**src/rtl/multicycle_sequencer.sv**
```systemverilog
// Multicycle instruction sequencer: fetch/decode/exec/mem/writeback control FSM
// with bounded memory handshakes, sticky trap reporting and a retire counter.
module multicycle_sequencer #(
    parameter int MEM_TIMEOUT = 15
) (
    input  logic        clk,
    input  logic        reset,
    input  logic        run,
    output logic        imem_req,
    input  logic        imem_ack,
    input  logic [31:0] imem_rdata,
    output logic [31:0] ir,
    input  logic        branch_taken,
    output logic        dmem_req,
    output logic        dmem_we,
    input  logic        dmem_ack,
    output logic        pc_en,
    output logic [1:0]  pc_sel,
    output logic        rf_we,
    output logic [1:0]  wb_sel,
    output logic [2:0]  state,
    output logic        trap,
    output logic [1:0]  trap_cause,
    output logic [31:0] retired_cnt
);

    localparam int WAIT_W = $clog2(MEM_TIMEOUT + 1);

    localparam logic [6:0] OP_R      = 7'b0110011;
    localparam logic [6:0] OP_LOAD   = 7'b0000011;
    localparam logic [6:0] OP_IMM    = 7'b0010011;
    localparam logic [6:0] OP_LUI    = 7'b0110111;
    localparam logic [6:0] OP_AUIPC  = 7'b0010111;
    localparam logic [6:0] OP_JAL    = 7'b1101111;
    localparam logic [6:0] OP_JALR   = 7'b1100111;
    localparam logic [6:0] OP_STORE  = 7'b0100011;
    localparam logic [6:0] OP_BRANCH = 7'b1100011;

    typedef enum logic [2:0] {
        S_IDLE   = 3'b000,
        S_FETCH  = 3'b001,
        S_DECODE = 3'b010,
        S_EXEC   = 3'b011,
        S_MEM    = 3'b100,
        S_WB     = 3'b101,
        S_TRAP   = 3'b110
    } state_t;

    state_t              state_q, state_d, after_retire;
    logic [WAIT_W-1:0]   wait_cnt;
    logic                ir_load, retire, wait_inc, trap_set;
    logic [1:0]          cause_d;
    logic                is_load, is_store, is_branch, is_jump, op_valid;

    assign state = state_q;

    always_comb begin
        is_load   = 1'b0;
        is_store  = 1'b0;
        is_branch = 1'b0;
        is_jump   = 1'b0;
        op_valid  = 1'b1;
        case (ir[6:0])
            OP_LOAD:                  is_load   = 1'b1;
            OP_STORE:                 is_store  = 1'b1;
            OP_BRANCH:                is_branch = 1'b1;
            OP_JAL, OP_JALR:          is_jump   = 1'b1;
            OP_R, OP_IMM, OP_LUI, OP_AUIPC: ;
            default:                  op_valid  = 1'b0;
        endcase
    end

    assign after_retire = run ? S_FETCH : S_IDLE;

    always_comb begin
        state_d  = state_q;
        imem_req = 1'b0;
        dmem_req = 1'b0;
        dmem_we  = 1'b0;
        pc_en    = 1'b0;
        pc_sel   = 2'b00;
        rf_we    = 1'b0;
        wb_sel   = 2'b00;
        ir_load  = 1'b0;
        retire   = 1'b0;
        wait_inc = 1'b0;
        trap_set = 1'b0;
        cause_d  = 2'b00;
        case (state_q)
            S_IDLE: if (run) state_d = S_FETCH;
            S_FETCH: begin
                imem_req = 1'b1;
                // An ack always wins over a timeout landing in the same cycle.
                if (imem_ack) begin
                    ir_load = 1'b1;
                    state_d = S_DECODE;
                end else if (wait_cnt == WAIT_W'(MEM_TIMEOUT - 1)) begin
                    state_d  = S_TRAP;
                    trap_set = 1'b1;
                    cause_d  = 2'b10;
                end else begin
                    wait_inc = 1'b1;
                end
            end
            S_DECODE: begin
                if (op_valid) begin
                    state_d = S_EXEC;
                end else begin
                    state_d  = S_TRAP;
                    trap_set = 1'b1;
                    cause_d  = 2'b01;
                end
            end
            S_EXEC: begin
                if (is_branch) begin
                    pc_en   = 1'b1;
                    pc_sel  = branch_taken ? 2'b01 : 2'b00;
                    retire  = 1'b1;
                    state_d = after_retire;
                end else if (is_load || is_store) begin
                    state_d = S_MEM;
                end else begin
                    state_d = S_WB;
                end
            end
            S_MEM: begin
                dmem_req = 1'b1;
                dmem_we  = is_store;
                if (dmem_ack) begin
                    if (is_store) begin
                        pc_en   = 1'b1;
                        retire  = 1'b1;
                        state_d = after_retire;
                    end else begin
                        state_d = S_WB;
                    end
                end else if (wait_cnt == WAIT_W'(MEM_TIMEOUT - 1)) begin
                    state_d  = S_TRAP;
                    trap_set = 1'b1;
                    cause_d  = 2'b11;
                end else begin
                    wait_inc = 1'b1;
                end
            end
            S_WB: begin
                rf_we   = 1'b1;
                pc_en   = 1'b1;
                wb_sel  = is_load ? 2'b01 : (is_jump ? 2'b10 : 2'b00);
                pc_sel  = is_jump ? 2'b10 : 2'b00;
                retire  = 1'b1;
                state_d = after_retire;
            end
            S_TRAP: ;
            default: begin
                state_d  = S_TRAP;
                trap_set = 1'b1;
                cause_d  = 2'b01;
            end
        endcase
    end

    always_ff @(posedge clk) begin
        if (reset) begin
            state_q     <= S_IDLE;
            ir          <= '0;
            trap        <= 1'b0;
            trap_cause  <= 2'b00;
            retired_cnt <= '0;
            wait_cnt    <= '0;
        end else begin
            state_q <= state_d;
            if (ir_load) ir <= imem_rdata;
            if (trap_set) begin
                trap       <= 1'b1;
                trap_cause <= cause_d;
            end
            if (retire) retired_cnt <= retired_cnt + 32'd1;
            // Any state change restarts the wait count, so FETCH/MEM entry sees zero.
            if (state_d != state_q) wait_cnt <= '0;
            else if (wait_inc)      wait_cnt <= wait_cnt + WAIT_W'(1);
        end
    end

endmodule

```
**config.mk**
```make
export PLATFORM = sky130hd
export DESIGN_NAME = multicycle_sequencer
export DESIGN_NICKNAME = d
export VERILOG_FILES = /design/src/rtl/multicycle_sequencer.sv
export SDC_FILE = /design/constraint.sdc
export NUM_CORES = 1
export LEC_CHECK = 0
export BUFFER_PORTS_ARGS = -buffer_cell sky130_fd_sc_hd__buf_2
export CAP_MARGIN = 5
export CORE_ASPECT_RATIO = 1.5
export CORE_MARGIN = 4
export CORE_UTILIZATION = 25
export CTS_CLUSTER_DIAMETER = 200
export CTS_CLUSTER_SIZE = 28
export DETAILED_ROUTE_END_ITERATION = 6
export GPL_TIMING_DRIVEN = 0
export HOLD_SLACK_MARGIN = 0.15
export PLACE_DENSITY = 0.59
export SKIP_LAST_GASP = 1
export SYNTH_ARGS = -nofsm -noshare
export SYNTH_HDL_FRONTEND = slang
export SYNTH_SLANG_ARGS = --single-unit
```
**constraint.sdc**
```tcl
create_clock -name clk -period 1.75 [get_ports clk]
set_input_delay 0.0875 -clock clk [delete_from_list [all_inputs] [get_ports clk]]
set_output_delay 0.0875 -clock clk [all_outputs]
set_load 0.05 [all_outputs]
```
; ---- Yosys cells after proc, flatten, opt, wreduce, memory -nomap -nowiden
; Cells that the tools add are included.
[totals]
output_inout_bits = 79
word_cells = 77
inputBits = 38
register_bits = 74
[classes]
add_sub_neg = 2
muxes = 46
n_reduce_logical = 6
n_eq_ne = 17
[op_table]
columns = operator, n
row1 = $add A32 B1 Y32 const B, 1
row2 = $mux W1, 26
row3 = $eq A7 B6 Y1 const B, 3
row4 = $eq A7 B7 Y1 const B, 3
row5 = $mux W3, 7
row6 = $pmux W3 S7, 1
row7 = $eq A7 B5 Y1 const B, 2
row8 = $mux W2, 7
row9 = $eq A3 B3 Y1 const B, 3
row10 = $reduce_or A9 Y1, 1
row11 = $pmux W2 S4, 1
row12 = $eq A7 B2 Y1 const B, 1
row13 = $eq A3 B2 Y1 const B, 2
row14 = $add A4 B1 Y4 const B, 1
row15 = $eq A4 B4 Y1 const B, 1
row16 = $pmux W1 S4, 1
row17 = $pmux W2 S2, 1
row18 = $reduce_or A2 Y1, 2
row19 = $reduce_or A4 Y1, 1
row20 = $eq A3 B1 Y1 const B, 1
row21 = $logic_not A3 Y1, 1
row22 = $ne A3 B3 Y1, 1
row23 = $pmux W1 S3, 1
row24 = $pmux W1 S2, 1
row25 = $logic_or A1 B1 Y1, 1

; ---- Depth between registers and ports, before layout
; Gate-level depths: netlist of the first run.
[logic_depth]
word_depth = 8
ltp_mapped = 9
depth_no_buf = 8

; ---- Worst setup path after synthesis of the first run
; Ideal clock, no wire load.
[synth_timing]
path_type = flip-flop to output port
start = reg state_q[2] (netlist: state[2])
end = out pc_sel[1]
path_stages_with_launch = 4
slack_ns = -0.858
t_arrival_ns = 2.521
n_path_buf = 0
t_required_ns = 1.662
path_cell_list = dfxtp_1 -> nor2b_1 -> nand2_1 -> nor4_1
[synth_between]
elab_chain_cells = 2
word_cells_on_any_way = 3
cone_classes = eq/ne (2) / mux (1)
[synth_rtl]
columns = element, line_no
row1 = start: declaration, 49  ; state_t state_q, state_d, after_retire;
row2 = start signal: assignment, 171  ; state_q <= state_d;
row3 = $eq A3 B3 Y1 or $eq A3 B2 Y1 (tied branches), 89  ; case (state_q)
row4 = $pmux W2 S2 *, 89
row5 = end: declaration, 18  ; output logic [1:0] pc_sel,
; Mark *: on every way between the ends. The rest lies on a longest branch, timed or not.

; ---- Worst setup path after layout of the first run
[layout_timing]
start = reg ir[3]
end = reg retired_cnt[20]
[layout_between]
elab_chain_cells = 5
word_cells_on_any_way = 8
cone_classes = eq/ne (2) / mux (6)
[layout_rtl]
columns = element, line_no
row1 = start: declaration, 12  ; output logic [31:0] ir,
row2 = start signal: assignment, 172  ; if (ir_load) ir <= imem_rdata;
row3 = $eq A7 B6 Y1, 63  ; case (ir[6:0])
row4 = $mux W1, 63
row5 = $mux W1, 130  ; if (is_store) begin
row6 = $mux W1, 129  ; if (dmem_ack) begin
row7 = $pmux W1 S3 *, 89
row8 = end signal: assignment, 177  ; if (retire) retired_cnt <= retired_cnt + 32'd1;
row9 = end: declaration, 24  ; output logic [31:0] retired_cnt
; Marked as above.
; A chain may end at the register's enable or synchronous reset.

==> summary.md, run 1 <==
| Metric | Value |
|---|---|
| Status | `complete, but fails checks` |
| Violated checks | `negative setup slack` |
| Worst Tran Pin Value | `0.761 ns` |
| TritonCTS Buffers | `9` |
| Flops & latches, synth | `between 70 and 80` |
| Drt drc | `0` |
| Area occupied by multi-input gates | `approximately 2100 sq um` |
| Fin worst setup slack | `-0.219 ns` |
| Routability cong. | `approximately 0.78` |
| Core footprint | `about 13000 sq um` |
| Die area | `roughly 16000 sq um` |
| Num ports | `117` |
| Cells after Synth | `418` |
| Commonest non-fill, non-tap cell in the layout | `buf_2` |
| First-pass DRT Iterations | `4` |
| FF+latch area | `1560 sq um` |
| Leading area contributor after synthesis | `dfxtp_1` |
| Endpoints failing setup | `37` |
| Period utilisation layout | `113%` |
| Clock Path Buffers | `2` |
| Initial antenna violation count | `0` |
| Crit path cell chain | `nand4bb_1, buf_6, nor4_4, buf_4, o311ai_4, or2_1, or3_4, a21oi_2` |
| Initial Util | `approximately a quarter` |
| Post-synthesis sequential area ratio | `43.4%` |
| Slew HR | `49.2%` |
| CP max-delay cell | `dfxtp_4` |
| Post-synth EDFFs | `0` |
| IO Port Bufs | `between 100 and 150` |
| WL final | `between 10000 and 15000 um` |
| DP HPWL | `8050 um` |
| Die height | `151 um` |
| Final Skew | `0.00596 ns` |
| Unique masters post-synth | `50` |
| Crit. End Element | `flop` |
| Routed wire per std cell | `between 15 and 20 um` |
| Leak pwr | `roughly 0.0025 uW` |
| FF-to-FF Start | `ir[3]` |
| Crit path from | `ir[3]` |
| Dominant register cell in the synthesized netlist | `dfxtp_1` |
| Startpoint Class | `flop` |
| First-pass GRT wire length | `18100 um` |
| Number of global-route vias before repair | `about 3700` |
| Clock sink count | `between 70 and 80` |
| Area Growth Syn to Fin | `68.8%` |
| Syn avg cell area | `between 8 and 9 sq um` |
| Setup WS pre-CTS | `-0.320 ns` |
| Max stage delay on crit path | `0.34 ns` |
| Pwr Density | `862 nW/um^2` |
| Max Slew Vio Count | `0` |
| Skew-Pair Late Insertion Delay | `around 0.33 ns` |
| Nets | `between 600 and 700` |
| CTS clock-pin slew for the worst setup and hold paths | `0.06 ns` |
| Detail Route Antenna Nets | `0` |
| HP Start | `imem_ack` |
| DR vias | `between 3000 and 4000` |
| Max-cap violations | `0` |
| Final min period | `around 2 ns` |
| CTS Root Cell | `clkbuf_16` |
| Worst EP required | `roughly 2.0 ns` |
| Post-synth ARST share | `0%` |
| Endpoints failing hold | `0` |
| Crit path kind | `flop to flop` |
| Num rows | `52` |
| Most frequent cells in the layout | `112 x buf_2, 78 x nand2_1, 45 x a21oi_1` |
| Grt total ovfl | `0` |
| Fmax | `slightly above 0.5 GHz` |
| Worst min-delay path class | `primary input to flop` |
| Post-synth top area share | `43.4%` |
| CTS tree | `done` |
| Largest net degree at the start of global routing | `13` |
| Number of fillers in the final layout | `around 1300` |
| First DRT Iteration DRCs | `136` |
| H-tree Lvls | `3` |
| Vias/cell | `~5` |
| Post-Syn Nets | `~460` |
| Layout cell share with drive strength beyond 1 | `a little under half` |
| Unrepaired setup endpoints after global routing | `yes` |
| Top post-synthesis cells by area | `dfxtp_1 43%, nand2_1 9.2%, a21oi_1 6.9%` |
| Post-route total power | `between 4000 and 5000 uW` |
| # diodes | `0` |
| Largest fanout on the critical path | `5` |
| Syn Std Cell Area | `3420 sq um` |
| Max rail drop VDD | `0.449 mV` |
| Synth Warn # | `0` |
| CP arrival | `~2.2 ns` |
| Die width | `103 um` |
| GRT Total Usage | `between 10% and 20%` |
-- cells in the mapped netlist, types with 2 or more instances --
cell type / number
a211oi_1: 3
a21oi_1: 47
a22oi_1: 2
a31oi_1: 2
and2_1: 5
and3_1: 6
and4_1: 5
buf_2: 8
clkbuf_1: 18
dfxtp_1: 74
ha_1: 3
inv_1: 7
nand2_1: 84
nand3_1: 8
nand3b_1: 3
nand4_1: 13
nor2_1: 37
nor2b_1: 3
nor3_1: 13
nor3b_2: 2
nor4_1: 3
nor4_4: 2
nor4b_1: 2
nor4b_2: 2
o21ai_0: 7
o311ai_1: 2
or3_1: 7
or3b_2: 2
xnor2_1: 14
xor2_1: 14
-- repair_timing --
action,in CTS,in global routing
setup buffers,31,10
cloned,1,0
hold buffers,33,0
resized for setup,53,48
endpoints found under the hold margin,33,0
pin swaps,43,25
endpoints found under the setup margin,40,76
-- metrics by stage --
stage / hold slack (ns) / TNS (ns) / cells / utilization (%) / cell area, sq um
after detailed placement: 0.327 / -5.73 / 695 / 33.1 / 4460
after floorplan: 0.213 / -9.35 / 418 / - / 3680
after global placement: 0.323 / -4.84 / 695 / 33.1 / 4460
after CTS: 0.209 / -5.16 / 775 / 41.2 / 5550
after global routing: 0.286 / -9.64 / 784 / 42.8 / 5770
final: 0.245 / -3.55 / 784 / 42.8 / 5770
-- per-layer routing --
metal | up-vias | part of all wire (%) | global-route usage (%)
met5 | - | 0 | 0
met1 | 1820 | 37 | 16.2
li1 | 1852 | - | -
met3 | 23 | 4.5 | 3.04
met4 | 0 | 2.9 | 5.77
met2 | 127 | 55 | 26.9
-- final cells by class --
type                       instances  share of cell area (%)
multi-input combinational        310                    37.3
sequential                        74                    27.1
timing repair buffer             189                    22.5
clock buffer                      13                    4.88
buffer                            26                    3.91
tap                              162                    3.51
inverter                           7                   0.521
clock inverter                     3                   0.325
-- sequential cells by signal (all words and copies together) (netlist names) --
register     cells
retired_cnt     32
ir              32
state            3
trap             1
wait_cnt         4
trap_cause       2
-- critical path, delay by kind of cell (launching register included) --
kind                   cells  cell delay [ns]
AND/OR/NAND/NOR            4             1.04
AO/OA/AOI/OAI              2             0.21
buffers and inverters      2             0.32
flip-flops                 1             0.34
-- worst paths after layout --
kind / to / slack [ns] / cells after the start
min reg2reg: ir[20] / 0.45 / 2
max reg2reg: retired_cnt[20] / -0.22 / 8
max: retired_cnt[20] / -0.22 / 8
min: ir[0] / 0.24 / 4
-- cell families (layout without fill, tap and decap cells) --
logic type	count (synthesis)	after routing	synth area share, %
AND/OR/NAND/NOR	206	206	31.4
buffers and inverters	34	238	4.03
XOR/XNOR	28	28	7.18
adder cells (fa/ha/maj)	3	3	1.10
AO/OA/AOI/OAI	73	73	13.0
flip-flops	74	74	43.4
-- power by group --
part           leakage [uW]  total [uW]  switching [uW]  internal [uW]
clock network      0.000151        1830             709           1130
logic               0.00168        1300             802            494
registers          0.000620        1840            75.9           1770
No activity file was read; power rests on OpenSTA's default activity.
==> inputs of run 2 (changes only) <==
CORE_UTILIZATION = 45   (was 25)
PLACE_DENSITY = 0.88   (was 0.59)
==> summary.md, run 2 (synthesis results as in run 1) <==
| Metric | Value |
|---|---|
| Num ports | `117` |
| Final Skew | `between 0.015 and 0.02 ns` |
| Core footprint | `7320 sq um` |
| Fin worst setup slack | `-0.322 ns` |
| Startpoint Class | `flop` |
| Pwr Density | `~800 nW/um^2` |
| Die area | `between 9000 and 10000 sq um` |
| Most frequent cells in the layout | `110 x buf_2, 79 x nand2_1, 41 x dfxtp_1` |
| Layout cell share with drive strength beyond 1 | `between 40% and 50%` |
| Post-route total power | `4620 uW` |
| Total negative slack | `-8.09 ns` |
| WL final | `between 10000 and 15000 um` |
| H-tree Lvls | `3` |
| Placement Cell Area | `roughly 4400 sq um` |
| Sequential share of power | `around two fifths` |
| First-pass GRT wire length | `~20000 um` |
| Initial Util | `about 47%` |
| TritonCTS Buffers | `9` |
| CTS clock-pin slew for the worst setup and hold paths | `roughly 0.08 ns` |
| Detail Route Antenna Nets | `0` |
| Max-cap violations | `0` |
| Switching part of the total | `~34%` |
| Slew HR | `42.4%` |
| Largest regs | `ir x32, retired_cnt x32, wait_cnt x4` |
| Crit path kind | `flop to flop` |
| HP Start | `imem_ack` |
| Worst min-delay path class | `primary input to flop` |
| Skew-Pair Late Insertion Delay | `between 0.3 and 0.4 ns` |
| Number of fillers in the final layout | `437` |
| First-pass DRT Iterations | `6` |
| Fmax | `0.483 GHz` |
| Drt drc | `0` |
| Worst EP required | `approximately 2.0 ns` |
| Unrepaired setup endpoints after global routing | `yes` |
| FF-to-FF Start | `ir[2]` |
| Violated checks | `negative setup slack` |
| DP Cell Count | `approximately 630` |
| IO Port Bufs | `between 100 and 150` |
| Commonest non-fill, non-tap cell in the layout | `buf_2` |
| Max rail drop VDD | `between 0.7 and 0.8 mV` |
| Fin cells | `~740` |
| GRT Total Usage | `28.6%` |
| Int Pwr | `just over 3000 uW` |
| Final min period | `2.07 ns` |
| Comb pwr share | `29.0%` |
| Max Slew Vio Count | `0` |
| Die width | `approximately 80 um` |
| Area Growth Syn to Fin | `73.3%` |
| Clock Path Buffers | `2` |
| Clock sink count | `74` |
| Nets | `around 670` |
| Largest fanout on the critical path | `4` |
| Worst Tran Pin Value | `between 0.8 and 0.9 ns` |
| Initial antenna violation count | `0` |
| Largest net degree at the start of global routing | `13` |
| Grt total ovfl | `0` |
| Routability cong. | `roughly 0.85` |
| Endpoints failing setup | `44` |
| Number of global-route vias before repair | `between 4000 and 5000` |
| Status | `complete, but fails checks` |
| Vias/cell | `between 5 and 6` |
| P_sw | `about 1600 uW` |
| Num rows | `38` |
| Leak pwr | `approximately 0.0026 uW` |
| CP arrival | `approximately 2.3 ns` |
| CTS tree | `done` |
| DP HPWL | `~7400 um` |
| First DRT Iteration DRCs | `between 300 and 400` |
| Endpoints failing hold | `0` |
| Routed wire per std cell | `around 19 um` |
| Crit. End Element | `flop` |
| Period utilisation layout | `118%` |
| CTS Root Cell | `clkbuf_8` |
| Crit path from | `ir[2]` |
| Post-route cell area | `slightly below 6000 sq um` |
| DR vias | `~4200` |
| Die height | `around 110 um` |
| Clock power share | `a little under a third` |
==> run 2: final timing paths <==
kind / slack [ns] / end / cells past startpoint
max reg2reg: -0.32 / wait_cnt[1] / 9
max: -0.32 / wait_cnt[1] / 9
min reg2reg: 0.45 / ir[17] / 2
min: 0.21 / ir[0] / 4
==> run 2: per-layer routing <==
metal	part of all wire (%)	track usage [%]	wire length, um	vias to the layer above
met5	0	0	0	-
met4	5.2	16.4	736	0
met3	7.5	8.27	1060	85
met2	54	51.1	7530	272
met1	34	29.4	4730	1989
li1	-	-	-	1872
==> run 2: cell type report <==
type,instances,area (sq um),share of cell area (%)
diodes,1,2.50,0.0422
multi-input cells,310,2270,38.3
repair buffers,206,1520,25.7
well taps,100,125,2.11
plain buffers,24,194,3.27
inverters,7,30.0,0.507
clock inverters,3,15.0,0.253
clock buffers,13,203,3.42
flip-flops and latches,74,1560,26.4
==> run 2: metrics by stage <==
step	util [%]	hold WS [ns]	worst slack, ns
global placement	59.9	0.321	-0.258
floorplan	-	0.213	-0.270
finish	80.9	0.211	-0.322
CTS	76.1	0.186	-0.301
detailed placement	59.9	0.323	-0.308
global route	80.9	0.208	-0.421
==> run 2: critical path, cell delays in order (launching register included) <==
cell,delay [ns]
dfxtp_4,0.35
nand4bb_4,0.26
buf_4,0.18
buf_12,0.11
buf_8,0.12
o311ai_4,0.20
o211ai_1,0.18
nor3b_2,0.22
o221ai_2,0.17
a211oi_1,0.19
==> run 2: power groups by stage <==
| stage | combinational (uW) | clock, uW | sequential, uW |
|---|---|---|---|
| 2_1_floorplan | 481 | 0 | 2150 |
| 3_3_place_gp | 978 | 0 | 1880 |
| 3_5_place_dp | 1000 | 0 | 1880 |
| 4_1_cts | 1190 | 1430 | 1850 |
| 5_1_grt | 1400 | 1530 | 1860 |
| 6_report | 1340 | 1430 | 1850 |
==> run 2: what timing repair did <==
action,CTS,global route
hold buffers,33,0
endpoints found under the hold margin,33,0
pin swaps,53,33
resized for setup,71,62
setup endpoints to repair,39,69
cloned,1,1
buffers inserted,43,15
